==> src/rtl/div_pkg.sv <==
// Shared types and constants for the iterative divider.
package div_pkg;

  localparam int XLEN_DEF  = 32;
  localparam int CNT_W_DEF = 6;

  typedef enum logic [1:0] {
    IDLE,
    CALC,
    FIXUP,
    DONE
  } state_e;

  localparam logic [XLEN_DEF-1:0] DIV0_QUO = {XLEN_DEF{1'b1}};
  localparam logic [XLEN_DEF-1:0] OVF_QUO  =
    {1'b1, {(XLEN_DEF-1){1'b0}}};

endpackage

==> src/rtl/div_if.sv <==
// Request/response handshake bundle for the divider.
interface div_if #(
  parameter int XLEN = div_pkg::XLEN_DEF
);

  logic            req_valid;
  logic            req_ready;
  logic            req_in_1_signed;
  logic            req_in_2_signed;
  logic [XLEN-1:0] req_in_1;
  logic [XLEN-1:0] req_in_2;
  logic            resp_valid;
  logic            resp_ready;
  logic [XLEN-1:0] resp_quotient;
  logic [XLEN-1:0] resp_remainder;

  modport master (
    output req_valid,
    output req_in_1_signed,
    output req_in_2_signed,
    output req_in_1,
    output req_in_2,
    input  req_ready,
    input  resp_valid,
    input  resp_quotient,
    input  resp_remainder,
    output resp_ready
  );

  modport slave (
    input  req_valid,
    input  req_in_1_signed,
    input  req_in_2_signed,
    input  req_in_1,
    input  req_in_2,
    output req_ready,
    output resp_valid,
    output resp_quotient,
    output resp_remainder,
    input  resp_ready
  );

endinterface

==> src/rtl/div_step.sv <==
// One restoring division iteration: shift {rem,quo} left, trial-subtract.
module div_step #(
  parameter int XLEN = 32
) (
  input  logic [XLEN:0]   rem_i,
  input  logic [XLEN-1:0] quo_i,
  input  logic [XLEN-1:0] div_i,
  output logic [XLEN:0]   rem_o,
  output logic [XLEN-1:0] quo_o
);

  logic [XLEN+1:0] sh;
  logic [XLEN+1:0] trial;

  assign sh    = {rem_i, quo_i[XLEN-1]};
  assign trial = sh - {2'b00, div_i};
  assign rem_o = trial[XLEN+1] ? sh[XLEN:0] : trial[XLEN:0];
  assign quo_o = {quo_i[XLEN-2:0], ~trial[XLEN+1]};

endmodule

==> src/rtl/div_iter.sv <==
// Iterative radix-2 restoring divider with valid/ready handshakes.
// Define DIV_EARLY_OUT_EN to skip CALC for divide-by-zero and overflow.
module div_iter
  import div_pkg::*;
#(
  parameter int XLEN  = XLEN_DEF,
  parameter int CNT_W = CNT_W_DEF
) (
  input logic clk,
  input logic reset,
  div_if.slave bus
);

  state_e state_q, state_d;

  logic [CNT_W-1:0] cnt_q, cnt_d;
  logic [XLEN:0]    rem_q, rem_d;
  logic [XLEN-1:0]  quo_q, quo_d;
  logic [XLEN-1:0]  dvs_q, dvs_d;
  logic [XLEN-1:0]  dvd_q, dvd_d;
  logic [XLEN-1:0]  rq_q, rq_d;
  logic [XLEN-1:0]  rr_q, rr_d;
  logic             qneg_q, qneg_d;
  logic             rneg_q, rneg_d;
  logic             div0_q, div0_d;
  logic             ovf_q, ovf_d;

  logic             neg1, neg2;
  logic             div0, ovf;
  logic [XLEN-1:0]  mag1, mag2;
  logic [XLEN:0]    step_rem;
  logic [XLEN-1:0]  step_quo;

  assign neg1 = bus.req_in_1_signed & bus.req_in_1[XLEN-1];
  assign neg2 = bus.req_in_2_signed & bus.req_in_2[XLEN-1];
  assign mag1 = neg1 ? -bus.req_in_1 : bus.req_in_1;
  assign mag2 = neg2 ? -bus.req_in_2 : bus.req_in_2;
  assign div0 = (bus.req_in_2 == '0);
  assign ovf  = bus.req_in_1_signed & bus.req_in_2_signed
              & (bus.req_in_1 == OVF_QUO)
              & (bus.req_in_2 == '1);

  div_step #(.XLEN(XLEN)) u_step (
    .rem_i (rem_q),
    .quo_i (quo_q),
    .div_i (dvs_q),
    .rem_o (step_rem),
    .quo_o (step_quo)
  );

  always_comb begin
    state_d = state_q;
    cnt_d   = cnt_q;
    rem_d   = rem_q;
    quo_d   = quo_q;
    dvs_d   = dvs_q;
    dvd_d   = dvd_q;
    rq_d    = rq_q;
    rr_d    = rr_q;
    qneg_d  = qneg_q;
    rneg_d  = rneg_q;
    div0_d  = div0_q;
    ovf_d   = ovf_q;
    unique case (state_q)
      IDLE: begin
        if (bus.req_valid) begin
          rem_d   = '0;
          quo_d   = mag1;
          dvs_d   = mag2;
          dvd_d   = bus.req_in_1;
          qneg_d  = neg1 ^ neg2;
          rneg_d  = neg1;
          div0_d  = div0;
          ovf_d   = ovf;
          cnt_d   = CNT_W'(XLEN-1);
          state_d = CALC;
`ifdef DIV_EARLY_OUT_EN
          if (div0 || ovf) state_d = FIXUP;
`endif
        end
      end
      CALC: begin
        rem_d = step_rem;
        quo_d = step_quo;
        if (cnt_q == '0) state_d = FIXUP;
        else cnt_d = cnt_q - CNT_W'(1);
      end
      FIXUP: begin
        unique case (1'b1)
          div0_q: begin
            rq_d = DIV0_QUO;
            rr_d = dvd_q;
          end
          ovf_q: begin
            rq_d = OVF_QUO;
            rr_d = '0;
          end
          default: begin
            rq_d = qneg_q ? -quo_q : quo_q;
            rr_d = rneg_q ? -rem_q[XLEN-1:0]
                          : rem_q[XLEN-1:0];
          end
        endcase
        state_d = DONE;
      end
      DONE: begin
        if (bus.resp_ready) state_d = IDLE;
      end
      default: state_d = IDLE;
    endcase
  end

  always_ff @(posedge clk) begin
    if (reset) begin
      state_q <= IDLE;
      cnt_q   <= '0;
      rem_q   <= '0;
      quo_q   <= '0;
      dvs_q   <= '0;
      dvd_q   <= '0;
      rq_q    <= '0;
      rr_q    <= '0;
      qneg_q  <= 1'b0;
      rneg_q  <= 1'b0;
      div0_q  <= 1'b0;
      ovf_q   <= 1'b0;
    end else begin
      state_q <= state_d;
      cnt_q   <= cnt_d;
      rem_q   <= rem_d;
      quo_q   <= quo_d;
      dvs_q   <= dvs_d;
      dvd_q   <= dvd_d;
      rq_q    <= rq_d;
      rr_q    <= rr_d;
      qneg_q  <= qneg_d;
      rneg_q  <= rneg_d;
      div0_q  <= div0_d;
      ovf_q   <= ovf_d;
    end
  end

  assign bus.req_ready      = (state_q == IDLE);
  assign bus.resp_valid     = (state_q == DONE);
  assign bus.resp_quotient  = rq_q;
  assign bus.resp_remainder = rr_q;

endmodule
==> src/flat_wrapper.sv <==
// flat-port wrapper written by rule: the top's interface ports become plain ports
module div_iter_flat import div_pkg::*;
#(
  parameter int XLEN  = XLEN_DEF,
  parameter int CNT_W = CNT_W_DEF
)
  (clk, reset, bus_req_valid, bus_req_in_1_signed, bus_req_in_2_signed, bus_req_in_1, bus_req_in_2, bus_req_ready, bus_resp_valid, bus_resp_quotient, bus_resp_remainder, bus_resp_ready);
  div_if #(.XLEN(XLEN)) bus_i ();
  input logic clk;
  input logic reset;
  input wire logic [$bits(bus_i.req_valid)-1:0] bus_req_valid;
  input wire logic [$bits(bus_i.req_in_1_signed)-1:0] bus_req_in_1_signed;
  input wire logic [$bits(bus_i.req_in_2_signed)-1:0] bus_req_in_2_signed;
  input wire logic [$bits(bus_i.req_in_1)-1:0] bus_req_in_1;
  input wire logic [$bits(bus_i.req_in_2)-1:0] bus_req_in_2;
  output wire logic [$bits(bus_i.req_ready)-1:0] bus_req_ready;
  output wire logic [$bits(bus_i.resp_valid)-1:0] bus_resp_valid;
  output wire logic [$bits(bus_i.resp_quotient)-1:0] bus_resp_quotient;
  output wire logic [$bits(bus_i.resp_remainder)-1:0] bus_resp_remainder;
  input wire logic [$bits(bus_i.resp_ready)-1:0] bus_resp_ready;
  assign bus_i.req_valid = bus_req_valid;
  assign bus_i.req_in_1_signed = bus_req_in_1_signed;
  assign bus_i.req_in_2_signed = bus_req_in_2_signed;
  assign bus_i.req_in_1 = bus_req_in_1;
  assign bus_i.req_in_2 = bus_req_in_2;
  assign bus_req_ready = bus_i.req_ready;
  assign bus_resp_valid = bus_i.resp_valid;
  assign bus_resp_quotient = bus_i.resp_quotient;
  assign bus_resp_remainder = bus_i.resp_remainder;
  assign bus_i.resp_ready = bus_resp_ready;
  div_iter #(.XLEN(XLEN), .CNT_W(CNT_W)) u_core (.clk(clk), .reset(reset), .bus(bus_i));
endmodule
==> config.mk <==
export PLATFORM = sky130hd
export DESIGN_NAME = div_iter_flat
export DESIGN_NICKNAME = d
export VERILOG_FILES = /design/src/rtl/div_pkg.sv /design/src/rtl/div_if.sv /design/src/rtl/div_step.sv /design/src/rtl/div_iter.sv /design/src/flat_wrapper.sv
export SDC_FILE = /design/constraint.sdc
export NUM_CORES = 1
export LEC_CHECK = 0
export ABC_AREA = 1
export BUFFER_PORTS_ARGS = -buffer_cell sky130_fd_sc_hd__buf_2
export CORE_UTILIZATION = 35
export DETAILED_ROUTE_END_ITERATION = 6
export PLACE_DENSITY = 0.5
export SLEW_MARGIN = 15
export SYNTH_ARGS = -nofsm -noshare
export SYNTH_HDL_FRONTEND = slang
export SYNTH_HIERARCHICAL = 1
export SYNTH_SLANG_ARGS = --single-unit
==> constraint.sdc <==
create_clock -name clk -period 6.2 [get_ports clk]
set_input_delay 1.24 -clock clk [delete_from_list [all_inputs] [get_ports clk]]
set_output_delay 1.24 -clock clk [all_outputs]
set_load 0.02 [all_outputs]
After elaboration in Yosys (flattened, before gate mapping):

Index checks and enable logic that the tools add are counted.

* add/subtract/negate cells: 6
* equal/unequal tests: 9
* mux-type cells: 18
* bitwise operators: 7
* reduce and logical (&&, ||, !) cells: 8

Operator list (count)
* 32-bit one-hot mux with 2 select lines: 3
* 32-bit two-way mux: 5
* 32-bit negator: 4
* 33-bit two-way mux: 2
* 33-bit one-hot mux with 2 select lines: 1
* 32-bit equality test, second input constant: 2
* 34-bit by 32-bit subtractor with 34-bit output: 1
* 32-bit zero test: 1
* 6-bit two-way mux: 2
* 6-bit one-hot mux with 2 select lines: 1
* 2-bit one-hot mux with 4 select lines: 1
* 6-bit zero test: 1
* 2-bit two-way mux: 3
* 3-bit AND reduction: 2
* 6-bit by 1-bit subtractor with 6-bit output, second input constant: 1
* 1-bit AND: 5
* 2-bit equality test, second input constant: 2
* 2-bit by 1-bit != test with 1-bit output, second input constant: 2
* 2-bit != test, second input constant: 2
* 2-bit AND reduction: 2
* 2-bit by 1-bit equality test with 1-bit output, second input constant: 1
* 2-bit zero test: 1
* 2-bit nonzero test: 1
* 1-bit NOT: 1
* 1-bit bitwise XOR: 1

* register bits after elaboration: 205
* bits of input ports: 70
* output and inout bits: 66
* word-level logic and storage cells: 60

Longest topological paths before layout:

Gate-level depths: netlist of run 1.

* depth in word-level cells: 4
* depth in mapped cells: 18
* depth with buffers taken out: 18

By module:

Netlist of run 1, hierarchy kept.

Modules (own cells, without submodules)
* div_iter: times used 1, cells an instance 1845, area each 11840.1 µm², seq. area each 4103.9 µm²
* div_step: times used 1, cells an instance 752, area each 3677.3 µm², seq. area each 0.0 µm²

Worst setup path after synthesis of run 1:

Ideal clock, no wire load.

* path type: input to register
* start: in bus_req_in_1[1]
* end: reg u_core.quo_q[16]
* library setup time: 70 ps
* data arrival time: 2322 ps
* data required time: 6130 ps
* slack: 3808 ps
* stages on the path: 9
* path buffers: 0
* path through: inv_1 > ha_1 > nand3_2 > nor2_4 > nand3_1 > nand2_2 > xor2_1 > nand2_1 > a21oi_1

* longest elaborated chain between the ends: 4

Ends and longest elaborated chain
* start: declaration: line flat_wrapper.sv:14 `input wire logic [$bits(bus_i.req_in_1)-1:0] bus_req_in_1;`
* 32-bit negator: line div_iter.sv:36 `assign mag1 = neg1 ? -bus.req_in_1 : bus.req_in_1;`
* 32-bit two-way mux: line div_iter.sv:36
* 32-bit two-way mux: line div_iter.sv:66 `if (bus.req_valid) begin`
* 32-bit one-hot mux with 2 select lines: line div_iter.sv:64 `unique case (state_q)`
* end signal: assignment: line div_iter.sv:131 `quo_q <= quo_d;`
* end: declaration: line div_iter.sv:18 `logic [XLEN-1:0] quo_q, quo_d;`

Every way passes these cells. The select of a mux whose other input is x is not followed.
A chain may end at the register's enable or synchronous reset.

Final worst setup path of run 1:

* start: reg u_core.state_q[1]
* end: reg u_core.quo_q[27]

* longest elaborated chain between the ends: 3
* elaborated cells between the ends (all ways): 6
* classes of those cells: eq/ne (2); mux (1); reduce/logical (3)

Ends and longest elaborated chain
* start: declaration: line div_iter.sv:14 `state_e state_q, state_d;`
* start signal: assignment: line div_iter.sv:128 `state_q <= state_d;`
* 2-bit by 1-bit equality test with 1-bit output or 2-bit zero test (tied branches): line div_iter.sv:64
* 2-bit nonzero test (no line) or 2-bit != test (tied branches)
* 2-bit AND reduction (no line)

Several ways; a longest one is shown, not always the timed one.

==> impl_metrics.py, run 1 <==
metrics = {
    "placed_design": {
        "gp_congestion": 0.902,
        "place_hpwl_um": 44500,
        "pre_cts_slack_ps": 2110,
        "io_buffer_count": 135,
    },
    "setup_path": {
        "r2r_end": "u_core/quo_q[27]",
        "crit_required_ps": 6610,
        "path_cells": "inv_1, ha_2, buf_4, inv_2, nor2_1, nor2_4, inv_2, o21ai_0, a21oi_1",
        "r2r_slack_ps": 2590,
        "start_kind": "flip-flop",
        "critPathSlowestCell": "nor2_4",
        "arrival_ps": 4030,
        "reg2reg_from": "u_core/state_q[1]",
        "critPathBufInv": 4,
        "crit_start": "u_core/state_q[1]",
        "critical-path-top-delay-family": "buffers and inverters",
        "endpoint_kind": "flip-flop",
        "crit_top_cell": "inv_2",
        "rr_worst_depth": 9,
        "critPathKind": "reg -> reg",
        "cp_max_fo": 67,
        "slowest_delay_ps": 880,
    },
    "synth": {
        "yosys_warnings": 6,
        "synth_top_family_by_area": "simple AND/OR/NAND/NOR gates",
        "synth_top_area_cell": "dfxtp_1",
        "synth-simple-area-share_pct": 38.1,
        "yosysTopAreaCellShare_pct": 26.4,
        "synth.most_common_cell": "nand2_1",
        "muxShareOfSynthArea_pct": 0,
        "synth_compound_area_share_pct": 16.9,
        "ys_seq_area_share_pct": 26.4,
        "synth_area_leaders": "dfxtp_1 (26%), nand2_1 (16%), nand3_1 (10%)",
        "synth_common_cells": "nand2_1 (650), inv_1 (322), nand3_1 (310)",
        "synthAdderAreaFrac_pct": 3.60,
        "synth_cells": 2597,
        "async_flop_share_pct": 0,
        "syn-cell-area_mm2": 0.0155,
        "synthFlopType": "dfxtp_1",
        "synth_xor_area_share_pct": 1.75,
        "ys_ff_latch": 205,
        "syn_nets": 2711,
        "syn_avg_cell_area_um2": 5.98,
        "synth.distinct_cells": 46,
        "synth-edff-count": 0,
    },
    "timing": {
        "final-hold-violation-count": 0,
        "fin_skew_ps": 29.9,
        "setup_viol": 0,
        "finalCriticalPeriod_ps": 3610,
        "timing.final.crit_share_pct": 58.3,
        "slew_viol_final": 0,
        "holdWs_ps": 459,
        "rsz0062_at_grt": "no",
        "max_clock_freq_mhz": 277,
        "max_slew_margin_pct": 24.5,
        "finalWorstSetupSlack_ps": 2590,
        "tightest_slew_ps": 1130,
        "setup_tns_ps": 0,
    },
    "flow_run": {
        "max_cap_viol_count": 0,
    },
    "die": {
        "die_w_um": 213,
        "core_mm2": 0.0434,
        "die_y_um": 213,
        "design.portCount": 136,
        "dieArea_mm2": 0.0452,
        "initial_core_util_pct": 35.8,
        "row_count": 76,
    },
    "pwr": {
        "p_leak_nw": 8.53,
        "pwr_density_cell_mw_per_mm2": 441,
        "ir_drop_uv": 162,
        "p_total_mw": 7.56,
    },
    "global_route": {
        "antenna_found_initial": 0,
        "grt_max_degree": 115,
        "grt.overflow.total": 0,
        "grt_pass1_vias": 15200,
        "track_usage_pct": 25.2,
        "grt_pass1_wl_um": 88300,
    },
    "clocking": {
        "ctsHoldBuffers": 0,
        "cts_buffers": 27,
        "ctsResizeCount": 0,
        "postCtsSetupRepairBufs": 0,
        "cts_root_buf": "clkbuf_16",
        "cts.reportedPaths.clkPinSlew_ps": 60,
        "clk_latency_ps": 550,
        "htree_levels": 1,
        "cts_buffer_depth": 3,
        "cts_tree": "yes",
        "cts_sinks": 205,
    },
    "routing": {
        "num_vias": 16700,
        "drtIter0Drc": 1404,
        "routed_via_density": 5.18,
        "wl_per_cell_um": 17.7,
        "drcViolationCount": 0,
        "drtAntennaViolNets": 0,
        "first_pass_iters": 6,
        "drt_wl_total_um": 57300,
    },
    "final_layout": {
        "area_delta_synth_final_pct": 10.5,
        "fillCellCount": 4913,
        "drive_gt1_share_pct": 10.4,
        "nets": 2742,
    },
    "status": {
        "outcome": "complete, no violations",
    },
    "worst_hold_path": {
        "hp-class": "reg -> reg",
        "hold_path_depth": 2,
        "min-delay-start": "u_core/cnt_q[0]",
        "hold-path-endpoint": "u_core/cnt_q[0]",
    },
}
## area by class of cell
| cell class | count | area (µm²) | area share, % |
|---|---|---|---|
| tap | 585 | 732 | 4.27 |
| sequential | 205 | 4100 | 23.9 |
| clock inverter | 12 | 124 | 0.723 |
| antenna | 1 | 2.50 | 0.0146 |
| clock buffer | 36 | 790 | 4.61 |
| timing repair buffer | 147 | 766 | 4.47 |
| inverter | 333 | 1250 | 7.31 |
| multi-input combinational | 1914 | 9370 | 54.7 |
## placed cells by master, fill, tap and decap left out, types with 2 or more instances in the layout
cell       count
a21oi_1      264
nor3_2         3
nand3b_1      13
xor2_1        27
or2_2          8
clkbuf_16     27
nand4_1       42
nor3_1        22
a21boi_1       3
ha_2           2
nand2_1      650
a31oi_1        4
clkinv_1       2
ha_1          41
nor2_2        16
o21bai_1       4
o211ai_1      14
o21ai_1        9
o21ai_0      190
nand2_4        5
nor2_4         9
buf_2        135
clkinv_2       8
buf_4         12
dfxtp_1      205
o221ai_1       3
xnor2_1        4
a21boi_0       5
nand2_2       13
inv_1        321
and2_1        12
nand3_1      310
bufinv_16      2
nor2_1       218
inv_2          8
inv_6          2
clkbuf_8       8
nand3_2       13
## layer usage
metal	routed length, µm	GRT usage [%]	vias up	share of wire [%]
met1	27500	35.6	7730	48
li1	-	-	8519	-
met5	0	0	-	0
met4	1660	7.47	0	2.9
met2	25700	40.3	423	45
met3	2470	2.42	70	4.3
## per-stage QoR
stage	instances	util [%]	instance area, µm²
finish	3233	39.5	17100
CTS	3232	39.5	17100
global route	3232	39.5	17100
floorplan	2597	-	15500
detailed placement	3184	37.4	16200
global placement	3184	37.4	16200
## cell families after synthesis
kind of cell / after synthesis
simple gates: 1336
xor+xnor: 31
compound gates: 503
buf+inv: 478
flops: 205
fa+ha+maj: 44
## flip-flops by register name, indices dropped and copies added (netlist names)
| register | cells |
|---|---|
| u_core/state_q | 2 |
| u_core/cnt_q | 6 |
| u_core/qneg_q | 1 |
| u_core/quo_q | 32 |
| u_core/ovf_q | 1 |
| u_core/rneg_q | 1 |
| u_core/rem_q | 33 |
| u_core/div0_q | 1 |
| u_core/dvs_q | 32 |
| u_core/bus.resp_quotient | 32 |
| u_core/dvd_q | 32 |
| u_core/bus.resp_remainder | 32 |
## worst max-delay path by stage
stage	end	slack, ps	cells past startpoint
finish	u_core/quo_q[27]	2590	9
global route	u_core/quo_q[13]	2240	9
CTS	u_core/quo_q[27]	2600	9
detailed placement	u_core/quo_q[0]	2110	7
global placement	u_core/quo_q[0]	2130	7
floorplan	u_core/quo_q[16]	3810	9
## worst register-to-register path, cell delays in order (launching register included)
cell and delay, ps:
dfxtp_1 350, inv_1 90, ha_2 170, buf_4 350, inv_2 650, nor2_1 150, nor2_4 880, inv_2 500
o21ai_0 310, a21oi_1 60
## where the power goes
part,leakage [nW],internal [mW],switching [mW]
registers,1.68,1.70,0.369
logic,6.39,1.18,2.72
clock network,0.456,0.973,0.616
No activity file was read; power rests on OpenSTA's default activity.
==> run 2: changes to the inputs <==
==> constraint.sdc (replaced) <==
create_clock -name clk -period 3.4 [get_ports clk]
set_input_delay 0.68 -clock clk [delete_from_list [all_inputs] [get_ports clk]]
set_output_delay 0.68 -clock clk [all_outputs]
set_load 0.02 [all_outputs]
==> run 2 against run 1 <==
Effect of this change:
- hold slack worse by 19 ps
- power up 91%
- count of clock-buffer cells in the layout down 5
- utilization up 0.84 points
- maximum frequency up 23%
- combinational power up 89%
- final cell count up 0.80%
- highest routed layer is now met5
==> impl_metrics.py, run 2 (synthesized netlist as in run 1, its figures left out) <==
metrics = {
    "timing": {
        "timing.final.crit_share_pct": 86.4,
        "fin_skew_ps": 15.7,
        "finalCriticalPeriod_ps": 2940,
        "max_slew_margin_pct": 42.6,
        "final-hold-violation-count": 0,
        "finalWorstSetupSlack_ps": 464,
        "setup_viol": 0,
        "rsz0062_at_grt": "no",
        "tightest_slew_ps": 861,
        "setup_tns_ps": 0,
        "max_clock_freq_mhz": 341,
        "slew_viol_final": 0,
    },
    "final_layout": {
        "nets": 2770,
        "final_common_cell": "nand2_1",
        "regMostFlops": "u_core/rem_q",
        "largest_reg_flops": 33,
        "area_delta_synth_final_pct": 12.8,
        "fillCellCount": 4810,
        "drive_gt1_share_pct": 11.2,
        "layout_common_cells": "nand2_1 (650), inv_1 (321), nand3_1 (310)",
        "fin_util_pct": 40.4,
        "stdcell_area_mm2": 0.0175,
    },
    "clocking": {
        "clk_latency_ps": 550,
        "cts_tree": "yes",
        "cts_sinks": 205,
        "cts.reportedPaths.clkPinSlew_ps": 60,
        "cts_root_buf": "clkbuf_16",
        "postCtsSetupRepairBufs": 0,
        "cts_buffers": 26,
        "ctsResizeCount": 0,
        "htree_levels": 1,
        "ctsHoldBuffers": 0,
        "cts_buffer_depth": 3,
    },
    "pwr": {
        "pwr_density_cell_mw_per_mm2": 823,
        "ir_drop_uv": 416,
        "p_leak_nw": 8.72,
    },
    "routing": {
        "first_pass_iters": 5,
        "drtIter0Drc": 1488,
        "drt_wl_total_um": 59500,
        "wl_per_cell_um": 18.3,
        "drtAntennaViolNets": 0,
        "num_vias": 16900,
        "drcViolationCount": 0,
        "routed_via_density": 5.19,
    },
    "worst_hold_path": {
        "hp-class": "in -> reg",
    },
    "die": {
        "dieArea_mm2": 0.0452,
        "row_count": 76,
        "die_w_um": 213,
        "die_y_um": 213,
        "core_mm2": 0.0434,
        "design.portCount": 136,
        "initial_core_util_pct": 35.8,
    },
    "placed_design": {
        "gp_congestion": 0.935,
        "pre_cts_slack_ps": 519,
        "io_buffer_count": 135,
        "dpl-instance-area_mm2": 0.0165,
        "place_hpwl_um": 46300,
    },
    "setup_path": {
        "path_cells": "ha_1, nand2_1, inv_1, nand2_1, and2_1, o21ai_1, nor2_2, nand3_2, buf_12, nand3_1, nand2_1, nand3_1, a21oi_1",
        "crit_required_ps": 3790,
        "critPathKind": "reg -> reg",
        "endpoint_kind": "flip-flop",
        "crit_top_cell": "nand2_1",
        "arrival_ps": 3330,
        "critPathSlowestCell": "dfxtp_1",
        "slowest_delay_ps": 550,
        "start_kind": "flip-flop",
        "cp_max_fo": 19,
    },
    "global_route": {
        "track_usage_pct": 26.3,
        "grt_pass1_wl_um": 91700,
        "antenna_found_initial": 4,
        "grt.overflow.total": 0,
        "grt_max_degree": 127,
        "grt_pass1_vias": 15700,
    },
    "status": {
        "outcome": "complete, no violations",
    },
    "flow_run": {
        "max_cap_viol_count": 0,
    },
}
==> run 2: changes by cell type in the layout (fill, tap and decap cells not counted), moves of 2 or more <==
cell / before / now
bufinv_16: 2 / 9
clkinv_2: 8 / 5
clkbuf_8: 8 / 2
buf_4: 12 / 37
inv_6: 2 / 0
buf_12: 0 / 4
==> run 2: critical path: cells and delay by family, from the launching register on <==
kind / cells / cell delay, ps
AND/OR/NAND/NOR: 8 / 1260
flip-flops: 1 / 550
adder cells (fa/ha/maj): 1 / 400
AO/OA/AOI/OAI: 2 / 180
buffers and inverters: 2 / 370
==> run 2: path summary, 6_finish.rpt <==
path	start	end	slack [ps]	cells past startpoint
worst max-delay path	u_core/rem_q[27]	u_core/rem_q[6]	460	13
worst min-delay path	bus_req_in_1[0]	u_core/quo_q[0]	440	3
worst min register to register	u_core/cnt_q[4]	u_core/cnt_q[4]	460	2
worst max register to register	u_core/rem_q[27]	u_core/rem_q[6]	460	13
==> run 2: per-layer routing <==
metal | routed length [µm] | track usage [%]
met5 | 26 | 0
met3 | 3310 | 3.80
met2 | 26000 | 40.8
met1 | 28200 | 36.7
met4 | 2040 | 9.30
==> run 2: per-stage QoR <==
step	hold slack [ps]	instances	power, mW
after floorplan	439	2597	8.96
after global routing	459	3258	15.6
after CTS	413	3258	14.4
after global placement	451	3213	11.1
final	440	3259	14.4
after detailed placement	455	3213	11.1
==> run 2: area by class of cell <==
type	instances	area, µm²	share of cell area, %
Multi-Input combinational cell	1914	9370	53.5
Sequential cell	205	4100	23.4
Inverter	333	1250	7.15
Timing Repair Buffer	176	1030	5.90
Tap cell	585	732	4.18
Clock buffer	31	711	4.06
Clock inverter	14	300	1.72
Antenna cell	1	2.50	0.0143
==> run 2: power by group <==
group	switching (mW)	internal [mW]	leakage, nW
clock network	1.14	2.16	0.489
registers	0.631	3.10	1.68
logic	5.12	2.27	6.55
total	6.89	7.52	8.72
